File: config.mk
export PLATFORM = sky130hd
export DESIGN_NAME = ram_master
export DESIGN_NICKNAME = d
export VERILOG_FILES = /design/src/rtl/ram_master.sv
export SDC_FILE = /design/constraint.sdc
export NUM_CORES = 1
export LEC_CHECK = 0
export ABC_AREA = 1
export BUFFER_PORTS_ARGS = -buffer_cell sky130_fd_sc_hd__buf_2
export CAP_MARGIN = 20
export CORE_ASPECT_RATIO = 0.75
export CORE_MARGIN = 4
export CORE_UTILIZATION = 50
export CTS_CLUSTER_SIZE = 24
export DETAILED_ROUTE_END_ITERATION = 10
export GPL_TIMING_DRIVEN = 1
export PLACE_DENSITY = 0.79
export SLEW_MARGIN = 20
export SYNTH_ARGS = -nofsm -noshare
export SYNTH_HDL_FRONTEND = slang
export SYNTH_SLANG_ARGS = --single-unit
File: constraint.sdc
create_clock -name clk -period 4.15 [get_ports clk]
set_input_delay 0.2075 -clock clk [delete_from_list [all_inputs] [get_ports clk]]
set_output_delay 0.2075 -clock clk [all_outputs]
set_load 0.005 [all_outputs]
File: src/rtl/ram_master.sv
// Single-request bus initiator for the 16x8 registered-read RAM.
// Accepts one read or write per valid/ready handshake and returns one response per request.
module ram_master #(
  parameter int unsigned ADDR_WIDTH   = 4,
  parameter int unsigned DATA_WIDTH   = 8,
  parameter int unsigned READ_LATENCY = 1
) (
  input  logic                  clk,
  input  logic                  reset,
  // Client request channel
  input  logic                  req_valid,
  output logic                  req_ready,
  input  logic                  req_write,
  input  logic [ADDR_WIDTH-1:0] req_addr,
  input  logic [DATA_WIDTH-1:0] req_wdata,
  // Client response channel
  output logic                  rsp_valid,
  input  logic                  rsp_ready,
  output logic                  rsp_write,
  output logic [DATA_WIDTH-1:0] rsp_rdata,
  // RAM side
  output logic                  ram_we,
  output logic                  ram_oe,
  output logic [ADDR_WIDTH-1:0] ram_address,
  output logic [DATA_WIDTH-1:0] ram_data_in,
  input  logic [DATA_WIDTH-1:0] ram_data_out
);

  localparam int unsigned CntW = (READ_LATENCY < 1) ? 1 : $clog2(READ_LATENCY + 1);
  localparam logic [CntW-1:0] LastCnt = CntW'(READ_LATENCY);

  typedef enum logic [1:0] {
    StIdle,
    StWrite,
    StRead,
    StResp
  } state_e;

  state_e                state_q, state_d;
  logic                  ram_we_q, ram_we_d;
  logic                  ram_oe_q, ram_oe_d;
  logic [ADDR_WIDTH-1:0] ram_address_q, ram_address_d;
  logic [DATA_WIDTH-1:0] ram_data_in_q, ram_data_in_d;
  logic                  rsp_valid_q, rsp_valid_d;
  logic                  rsp_write_q, rsp_write_d;
  logic [DATA_WIDTH-1:0] rsp_rdata_q, rsp_rdata_d;
  logic [CntW-1:0]       cnt_q, cnt_d;

  // The only combinational output; gated by reset so nothing is accepted while it is held.
  assign req_ready = (state_q == StIdle) && !reset;

  always_comb begin
    state_d       = state_q;
    ram_we_d      = ram_we_q;
    ram_oe_d      = ram_oe_q;
    ram_address_d = ram_address_q;
    ram_data_in_d = ram_data_in_q;
    rsp_valid_d   = rsp_valid_q;
    rsp_write_d   = rsp_write_q;
    rsp_rdata_d   = rsp_rdata_q;
    cnt_d         = cnt_q;

    unique case (state_q)
      StIdle: begin
        if (req_valid && req_ready) begin
          ram_address_d = req_addr;
          ram_data_in_d = req_wdata;
          rsp_write_d   = req_write;
          if (req_write) begin
            ram_we_d = 1'b1;
            state_d  = StWrite;
          end else begin
            ram_oe_d = 1'b1;
            cnt_d    = '0;
            state_d  = StRead;
          end
        end
      end
      StWrite: begin
        // The RAM samples the write on this edge; a single-cycle strobe is enough.
        ram_we_d    = 1'b0;
        rsp_valid_d = 1'b1;
        state_d     = StResp;
      end
      StRead: begin
        if (cnt_q == LastCnt) begin
          rsp_rdata_d = ram_data_out;
          ram_oe_d    = 1'b0;
          rsp_valid_d = 1'b1;
          state_d     = StResp;
        end else begin
          cnt_d = cnt_q + 1'b1;
        end
      end
      StResp: begin
        if (rsp_valid_q && rsp_ready) begin
          rsp_valid_d = 1'b0;
          state_d     = StIdle;
        end
      end
      default: begin
        state_d = StIdle;
      end
    endcase
  end

  always_ff @(posedge clk or posedge reset) begin
    if (reset) begin
      state_q       <= StIdle;
      ram_we_q      <= 1'b0;
      ram_oe_q      <= 1'b0;
      ram_address_q <= '0;
      ram_data_in_q <= '0;
      rsp_valid_q   <= 1'b0;
      rsp_write_q   <= 1'b0;
      rsp_rdata_q   <= '0;
      cnt_q         <= '0;
    end else begin
      state_q       <= state_d;
      ram_we_q      <= ram_we_d;
      ram_oe_q      <= ram_oe_d;
      ram_address_q <= ram_address_d;
      ram_data_in_q <= ram_data_in_d;
      rsp_valid_q   <= rsp_valid_d;
      rsp_write_q   <= rsp_write_d;
      rsp_rdata_q   <= rsp_rdata_d;
      cnt_q         <= cnt_d;
    end
  end

  assign ram_we      = ram_we_q;
  assign ram_oe      = ram_oe_q;
  assign ram_address = ram_address_q;
  assign ram_data_in = ram_data_in_q;
  assign rsp_valid   = rsp_valid_q;
  assign rsp_write   = rsp_write_q;
  assign rsp_rdata   = rsp_rdata_q;

  we_oe_mutex: assert property (@(posedge clk) disable iff (reset) !(ram_we && ram_oe));

endmodule
==> summary.txt, run 1 <==
Outcome
  – Run status: finished, final reports clean

Drt
  – Initial DRC Count: 16
  – First-pass DRT Iterations: 4
  – Total DRC errors in the routed layout: 0
  – Total number of vias: 966
  – Routed len/inst: approximately 12 um
  – Detail Route Antenna Nets: 0
  – Vias/cell: about 4.6
  – Routed Wire Length: 2590 um

Floorplan
  – Placement row count: 14
  – IO Count: 50
  – Initial cell density of the core: 55.6%
  – Die Outline Area: around 3200 um^2
  – Core footprint: between 2000 and 2500 um^2
  – Chip Width: between 60 and 70 um
  – Chip Height: 50.2 um

Timing
  – Time the final worst path needs with I/O delays and setup: approximately 1.8 ns
  – Tightest slew margin relative to the limit: between 60 and 70%
  – Count of endpoints failing setup in the final report: 0
  – Final period util: between 40% and 50%
  – RSZ-0062 raised after global routing: no
  – Slew at the pin closest to its max-slew limit: 0.578 ns
  – Max-slew violation count: 0
  – Max Clock Freq: 559 MHz
  – Aggregate negative setup slack: 0 ns
  – Hold Vio Cnt, Final: 0
  – Setup clock skew after layout: 0.00414 ns

Worst setup path
  – Kind of critical path: in -> reg
  – Capturing element type of the critical path: flop
  – Req. time, crit path: between 4 and 5 ns
  – Crit. path cell count: 7
  – Max stage delay cell, worst path: dlygate4sd3_1
  – Worst endpoint data arrival time: a little over 2 ns
  – Largest fanout on the critical path: 28
  – Register-to-Register Path Depth: 6
  – Largest stage delay on the critical path: 0.55 ns
  – Top Family by Delay on Critical Path: buffers and inverters
  – Type of element launching the critical path: input port
  – Critical-path cell list: dlygate4sd3_1, buf_2, inv_2, nand3_4, clkinv_2, nand3_1, nand2_1
  – Buffers & Inverters on Critical Path: 4

Power
  – PnR Total Power: 1.02 mW
  – Leakage power summed over all cells: 0.857 nW
  – Peak supply drop: 0.330 mV
  – Ratio of total power to cell area: 684 nW/um^2

Synth
  – Synthesized area: between 1000 and 1500 um^2
  – Number of instances in the synthesized netlist: around 130
  – Register area share after synthesis: 56.8%
  – Number of library cell types mapped by synthesis: 18
  – Post-synth net total: between 150 and 200
  – Flops & latches, synth: 27
  – Yosys synthesis warning count: 0
  – Mean Syn Cell Area: 9.51 um^2

Cells and area
  – Number of nets in the finished design: between 200 and 250
  – Final cell count without fillers: 209
  – Filler cell count: between 150 and 200
  – Antenna fix cells: 0
  – Layout overhead on the synthesized area: 25.8%
  – Fraction of final layout cells sized beyond drive strength 1: 33.9%
  – Most common library cell in the layout ignoring fill and taps: nand2_1
  – Leading cell types in the layout, fill and taps excluded: nand2_1, buf_2, dfrtp_1, inv_1, nand3_1

GRT
  – Largest net degree at the start of global routing: 29
  – Wire length of the first global-routing pass: 4420 um
  – Total Routing Usage GR: 17.8%
  – Number of global-route vias before repair: 1003
  – Initial antenna violation count: 0
  – Overflow left after global routing: 0

Hold path
  – Worst min path class: in -> reg
  – Cell count of the worst hold path: 3

Clock tree
  – Max H-tree Level: 1
  – Clock buffer depth: 2
  – Clk_lat worst skew: 0.32 ns
  – Post-CTS setup buffer count: 0
  – Number of buffers created by CTS: 3
  – Buffer cell driving the clock tree root: clkbuf_4
  – Clock tree from TritonCTS: yes
  – Number of hold buffers added after cts: 1
  – CTS clk-pin slew, worst paths: 0.13 ns
  – Clock Sink Count: 27
  – Gates resized, CTS repair: 0

Placement
  – Buffers on Ports: 49
  – HPWL Detailed: roughly 2000 um
  – Final Wtd Congestion: approximately 0.77
  – Post-Place Cells: 204

Run
  – Number of maximum-capacitance constraint violations: 0
[final cells by class]
class,count,area (um^2),share of cell area [%]
Clock buffer,3,22.5,1.51
Timing Repair Buffer,50,255,17.1
Inverter,12,46.3,3.10
Clock inverter,1,5.00,0.335
Multi-Input combinational cell,84,450,30.1
Sequential cell,27,676,45.2
Tap cell,32,40.0,2.68
[flip-flops by register name (all words and copies together), names as in the netlist]
name         cells
ram_we           1
rsp_rdata        8
ram_data_in      8
rsp_write        1
cnt_q            1
state_q          2
rsp_valid        1
ram_address      4
ram_oe           1
[report_power, final]
group | switching, mW | leakage [nW] | internal, mW
combinational | 0.248 | 0.509 | 0.206
clock | 0.0711 | 0.0177 | 0.0361
sequential | 0.0691 | 0.331 | 0.392
total | 0.388 | 0.857 | 0.634
[stage by stage]
stage / area, um^2 / hold WS, ns / worst slack [ns] / utilization (%)
after floorplan: 1190 / 0.122 / 2.85 / -
after global placement: 1460 / 0.321 / 2.62 / 68.2
after detailed placement: 1460 / 0.333 / 2.57 / 68.2
after CTS: 1500 / 0.0601 / 2.34 / 70.0
after global routing: 1500 / 0.0448 / 2.19 / 70.0
final: 1500 / 0.0761 / 2.36 / 70.0
[final timing paths]
check | from | to | slack [ns]
worst max-delay path | reset | ram_oe$_DFFE_PP0P_ | 2.36
worst min-delay path | req_wdata[7] | ram_data_in[7]$_DFFE_PP0P_ | 0.08
worst max register to register | state_q[0]$_DFFE_PP0P_ | ram_oe$_DFFE_PP0P_ | 2.59
worst min register to register | ram_data_in[6]$_DFFE_PP0P_ | ram_data_in[6]$_DFFE_PP0P_ | 0.50
max in group asynchronous | reset | ram_oe$_DFFE_PP0P_ | 3.24
min in group asynchronous | reset | state_q[0]$_DFFE_PP0P_ | 0.53
[worst register-to-register path, cell delays in order (launching register included)]
cell      delay [ns]
dfrtp_1         0.44
inv_1           0.10
ha_1            0.33
nand3_4         0.23
clkinv_2        0.23
nand3_1         0.10
nand2_1         0.08
[Yosys cell counts]
master,count,area share [%]
inv_1,10,3.2
o21ai_0,4,1.7
ha_1,4,4.2
buf_2,1,0.42
inv_2,1,0.32
clkinv_2,1,0.42
o21ai_1,1,0.42
nand2_1,55,17
buf_6,1,0.95
o21bai_1,1,0.63
dfrtp_1,27,57
mux2_1,6,5.7
mux2_2,2,1.9
nand2_2,1,0.53
o21ai_2,1,0.74
nand3_1,7,2.9
nor2_1,1,0.32
nand3_4,1,1.5
[logic make-up after synthesis]
group / after synthesis / synth area share [%]
fa+ha+maj: 4 / 4.21
flops: 27 / 56.8
mux: 8 / 7.58
compound gates: 7 / 3.47
buf+inv: 14 / 5.26
simple gates: 65 / 22.6
[routing by layer]
| layer | vias up | global-route usage, % | share of wire (%) |
|---|---|---|---|
| li1 | 496 | - | - |
| met1 | 438 | 20.3 | 42 |
| met2 | 30 | 32.2 | 50 |
| met3 | 2 | 6.92 | 7.3 |
| met4 | 0 | 3.16 | 0.39 |
| met5 | - | 0 | 0 |
(Power assumes the default switching activity.)
==> run 2, diff against run 1 <==
- CORE_UTILIZATION: 50 -> 42
- PLACE_DENSITY: 0.79 -> 0.7
- clock period: 4.15 -> 1.45 ns (I/O delays scaled with it)
==> summary.txt, run 2 (synthesized netlist as in run 1, its figures left out) <==
Drt
  – Routed len/inst: 11.6 um
  – First-pass DRT Iterations: 4
  – Detail Route Antenna Nets: 0
  – Vias/cell: 4.58
  – Routed Wire Length: 2610 um
  – Total number of vias: 1026
  – Initial DRC Count: 8
  – Total DRC errors in the routed layout: 0

Timing
  – Worst-case setup margin in the final layout: roughly 0.091 ns
  – Final period util: 93.7%
  – Tightest slew margin relative to the limit: between 70% and 80%
  – Time the final worst path needs with I/O delays and setup: 1.36 ns
  – Max-slew violation count: 0
  – RSZ-0062 raised after global routing: no
  – Count of endpoints failing setup in the final report: 0
  – Setup clock skew after layout: between 0.003 and 0.004 ns
  – Slew at the pin closest to its max-slew limit: 0.332 ns
  – Hold Vio Cnt, Final: 0
  – Post-route worst hold slack: 0.00293 ns
  – Max Clock Freq: 736 MHz
  – Aggregate negative setup slack: 0 ns

Placement
  – HPWL Detailed: a little under 2000 um
  – Final Wtd Congestion: 0.849
  – Post-Place Cells: 210
  – Buffers on Ports: 49
  – Placed cell area: roughly 1500 um^2
  – Pre-CTS WS: 0.0452 ns

Cells and area
  – Final cell count without fillers: 224
  – Filler cell count: around 240
  – Footprint of the multi-input gates: 468 um^2
  – Layout overhead on the synthesized area: 38.1%
  – Leading cell types in the layout, fill and taps excluded: nand2_1, buf_2, dfrtp_1, dlygate4sd3_1, inv_1
  – Final cell utilization of the core: 61.7%
  – Sequential standard cell area: slightly below 700 um^2
  – Fin area: 1640 um^2
  – Number of nets in the finished design: 218
  – Most common library cell in the layout ignoring fill and taps: nand2_1
  – Antenna fix cells: 0
  – Fraction of final layout cells sized beyond drive strength 1: 34.6%

Worst setup path
  – Register-to-Register Path Depth: 4
  – Worst R2R End: rsp_rdata[1]$_DFFE_PP0P_
  – Worst endpoint data arrival time: 1.52 ns
  – Flop-to-flop setup slack: 0.09 ns
  – Req. time, crit path: 1.61 ns
  – Reg2Reg Launch Point: state_q[0]$_DFFE_PP0P_
  – Kind of critical path: reg -> reg
  – Largest fanout on the critical path: 8
  – Capturing element type of the critical path: flop
  – Type of element launching the critical path: flop

Outcome
  – Run status: finished, final reports clean

Power
  – Pint: slightly below 2 mW
  – PnR Total Power: 3.11 mW
  – Switching part of the total power: between 30% and 40%
  – Reg power frac: 42.8%
  – Sw power: 1.14 mW
  – Leakage power summed over all cells: 0.921 nW
  – Ratio of total power to cell area: 1890 nW/um^2
  – Combinational share of power: 43.8%
  – Part of the total power dissipated in the clock network: 13.4%
  – Peak supply drop: 1.01 mV

Clock tree
  – Max H-tree Level: 1
  – Clk_lat worst skew: 0.27 ns
  – Clock Sink Count: 27
  – Clock tree from TritonCTS: yes
  – Number of buffers created by CTS: 3
  – Buffer cell driving the clock tree root: clkbuf_8
  – CTS clk-pin slew, worst paths: 0.09 ns
  – Clock buffer depth: 2

Hold path
  – Worst Hold Path EP: ram_address[3]$_DFFE_PP0P_
  – Hold Path Origin: req_addr[3]
  – Worst min path class: in -> reg
  – Cell count of the worst hold path: 3

Floorplan
  – Initial cell density of the core: 44.6%
  – IO Count: 50
  – Core footprint: ~2700 um^2
  – Chip Width: 69.4 um
  – Die Outline Area: 3750 um^2
  – Chip Height: 54.1 um
  – Placement row count: 16

GRT
  – Number of global-route vias before repair: 984
  – Fraction of met2 tracks used by global routing: 26.7%
  – Wire length of the first global-routing pass: 4270 um
  – Largest net degree at the start of global routing: 28
  – Highest-utilization routing layer at the global route stage: met2
  – GR Util met3: under 10%
  – Total Routing Usage GR: 14.8%
  – Overflow left after global routing: 0
  – Initial antenna violation count: 0
  – M1 GR Usage: 15.6%

Run
  – Number of maximum-capacitance constraint violations: 0
==> run 2: area by class of cell <==
cell class              instances  area share (%)
flip-flops and latches         27            41.2
clock inverters                 1           0.305
clock buffers                   3            2.52
inverters                      12            2.82
well taps                      36            2.74
repair buffers                 61            22.0
multi-input cells              84            28.5
==> run 2: worst max-delay path by stage <==
stage,slack (ns),start,cells past startpoint,end
2_1_floorplan,0.15,state_q[0]$_DFFE_PP0P_,6,ram_address[0]$_DFFE_PP0P_
3_3_place_gp,0.11,state_q[0]$_DFFE_PP0P_,4,rsp_rdata[0]$_DFFE_PP0P_
3_5_place_dp,0.05,state_q[1]$_DFFE_PP0P_,6,ram_data_in[5]$_DFFE_PP0P_
4_1_cts,0.009,state_q[1]$_DFFE_PP0P_,5,req_ready
5_1_grt,0.008,state_q[1]$_DFFE_PP0P_,5,req_ready
6_report,0.09,state_q[0]$_DFFE_PP0P_,4,rsp_rdata[1]$_DFFE_PP0P_
==> run 2: per-layer routing <==
metal  routed length, um  part of all wire (%)  up-vias
met3                 159                   6.1        7
met5                   0                     0        -
met1                1070                    41      473
met4                  67                   2.6        0
li1                    -                     -      513
met2                1310                    50       33
==> run 2: repair_timing <==
item                       CTS  global route
pin swaps                    0             1
hold endpoints to repair    36             0
setup endpoints to repair    1             5
hold buffers                10             0
buffers inserted             0             0
resized for setup            1             4
==> run 2: critical path, stage by stage (launching register included) <==
cell     delay, ns
dfrtp_1       0.41
inv_2         0.07
ha_1          0.27
nand2_4       0.15
mux2_2        0.34
==> run 2: power by group through the flow <==
stage	combinational [mW]	sequential [mW]	clock [mW]
after floorplan	0.731	1.36	0
after global placement	1.26	1.33	0
after detailed placement	1.30	1.34	0
after CTS	1.33	1.33	0.439
after global routing	1.55	1.38	0.469
final	1.36	1.33	0.416
==> run 3, diff against run 2 <==
==> constraint.sdc (replaced) <==
create_clock -name clk -period 1.45 [get_ports clk]
set_input_delay 0.145 -clock clk [delete_from_list [all_inputs] [get_ports clk]]
set_output_delay 0.145 -clock clk [all_outputs]
set_load 0.005 [all_outputs]
==> summary.txt, run 3 (synthesized netlist as in run 1, its figures left out) <==
Power
  – Combinational share of power: 45.7%
  – Pint: 2.02 mW
  – Sw power: 1.16 mW
  – Reg power frac: 41.5%
  – Part of the total power dissipated in the clock network: 12.7%
  – Peak supply drop: 1.04 mV
  – Switching part of the total power: 36.4%
  – Ratio of total power to cell area: 2010 nW/um^2
  – PnR Total Power: ~3.2 mW
  – Leakage power summed over all cells: just under 0.9 nW

Cells and area
  – Fraction of final layout cells sized beyond drive strength 1: 38.3%
  – Leading cell types in the layout, fill and taps excluded: nand2_1, buf_2, dfrtp_1, inv_1, nand3_1
  – Layout overhead on the synthesized area: 32.8%
  – Final cell count without fillers: 219
  – Final cell utilization of the core: about three fifths
  – Filler cell count: 238
  – Number of nets in the finished design: 213
  – Sequential standard cell area: 676 um^2
  – Most common library cell in the layout ignoring fill and taps: nand2_1
  – Antenna fix cells: 0
  – Footprint of the multi-input gates: 465 um^2

Timing
  – Aggregate negative setup slack: 0 ns
  – Time the final worst path needs with I/O delays and setup: 1.39 ns
  – Tightest slew margin relative to the limit: 77.9%
  – Hold Vio Cnt, Final: 0
  – Post-route worst hold slack: 0.0662 ns
  – Slew at the pin closest to its max-slew limit: roughly 0.33 ns
  – Final period util: a little over nine tenths
  – Max-slew violation count: 0
  – Setup clock skew after layout: 0.00386 ns
  – Max Clock Freq: 720 MHz
  – RSZ-0062 raised after global routing: no
  – Count of endpoints failing setup in the final report: 0

Clock tree
  – Buffer cell driving the clock tree root: clkbuf_8
  – Clock Sink Count: 27
  – CTS clk-pin slew, worst paths: 0.09 ns
  – Max H-tree Level: 1
  – Clock tree from TritonCTS: yes
  – Number of buffers created by CTS: 3
  – Clk_lat worst skew: 0.26 ns
  – Clock buffer depth: 2

Drt
  – Total DRC errors in the routed layout: 0
  – Vias/cell: 4.53
  – Routed len/inst: approximately 12 um
  – Routed Wire Length: roughly 2600 um
  – Total number of vias: 991
  – Detail Route Antenna Nets: 0
  – Initial DRC Count: 23
  – First-pass DRT Iterations: 4

GRT
  – Initial antenna violation count: 0
  – Number of global-route vias before repair: between 1000 and 1500
  – Overflow left after global routing: 0
  – Wire length of the first global-routing pass: 4410 um
  – Largest net degree at the start of global routing: 28
  – Total Routing Usage GR: around 15%

Worst setup path
  – Top Family by Delay on Critical Path: flip-flops
  – Kind of critical path: reg -> out
  – Capturing element type of the critical path: output pin
  – Critical-path cell list: inv_2, ha_4, inv_1, nor2_1, buf_2
  – Largest stage delay on the critical path: ~0.42 ns
  – Largest fanout on the critical path: 6
  – Worst endpoint data arrival time: ~1.2 ns
  – Buffers & Inverters on Critical Path: 3
  – Req. time, crit path: about 1.3 ns
  – Type of element launching the critical path: flop
  – Max stage delay cell, worst path: dfrtp_1

Floorplan
  – Placement row count: 16
  – Chip Height: approximately 54 um
  – Core footprint: ~2700 um^2
  – IO Count: 50
  – Initial cell density of the core: 44.6%
  – Die Outline Area: roughly 3800 um^2
  – Chip Width: between 60 and 70 um

Placement
  – HPWL Detailed: 2070 um
  – Buffers on Ports: 49
  – Post-Place Cells: 210
  – Final Wtd Congestion: roughly 0.8

Hold path
  – Worst min path class: in -> reg

Outcome
  – Run status: finished, final reports clean

Run
  – Number of maximum-capacitance constraint violations: 0
==> run 3: cell count changes in the layout (fill, tap and decap cells not counted), sizes merged <==
cell,before,now
dlygate4sd3,10,1
buf,51,55
==> run 3: final timing paths <==
kind | from | depth (start not counted) | end | slack, ns
hold reg to reg | ram_oe$_DFFE_PP0P_ | 2 | ram_oe$_DFFE_PP0P_ | 0.48
setup reg to reg | state_q[0]$_DFFE_PP0P_ | 4 | rsp_rdata[3]$_DFFE_PP0P_ | 0.12
setup / recovery | state_q[1]$_DFFE_PP0P_ | 5 | req_ready | 0.06
min in group asynchronous | reset | 4 | rsp_write$_DFFE_PP0P_ | 0.56
max in group asynchronous | reset | 4 | rsp_rdata[3]$_DFFE_PP0P_ | 0.64
hold / removal | req_addr[2] | 3 | ram_address[2]$_DFFE_PP0P_ | 0.07
==> run 3: power by group through the flow <==
stage,Sequential [mW],Clock [mW],Combinational (mW)
2_1_floorplan,1.36,0,0.731
3_3_place_gp,1.33,0,1.26
3_5_place_dp,1.35,0,1.31
4_1_cts,1.33,0.428,1.36
5_1_grt,1.37,0.458,1.68
6_report,1.32,0.405,1.45
==> run 3: routing by layer <==
| metal | vias up | wire length (um) | global-route usage (%) |
|---|---|---|---|
| met5 | - | 0 | 0 |
| met4 | 0 | 27 | 3.90 |
| met3 | 2 | 142 | 4.10 |
| met2 | 31 | 1270 | 26.9 |
| met1 | 452 | 1160 | 17.8 |
| li1 | 506 | - | - |
==> run 3: layout make-up <==
type / instances / area share (%)
Tap cell: 36 / 2.85
Multi-Input combinational cell: 84 / 29.5
Clock inverter: 1 / 0.317
Inverter: 12 / 2.93
Clock buffer: 3 / 2.61
Timing Repair Buffer: 56 / 19.0
Sequential cell: 27 / 42.8
==> run 3: metrics by stage <==
step / setup WS (ns) / cell area (um^2)
global route: 0.00113 / 1580
global placement: 0.107 / 1480
floorplan: 0.149 / 1190
finish: 0.0613 / 1580
CTS: 0.000263 / 1550
detailed placement: 0.0280 / 1480
==> run 3: tightest hold or removal path: stages <==
cell and delay [ns]:
buf_2 0.07, nand2_1 0.04, nand2_1 0.04
==> run 3: what timing repair did <==
item | in CTS | in global routing
buffers inserted | 0 | 4
hold endpoints to repair | 27 | 0
gates resized for setup | 4 | 1
pin swaps | 0 | 1
setup endpoints to repair | 1 | 4
hold buffers | 1 | 0
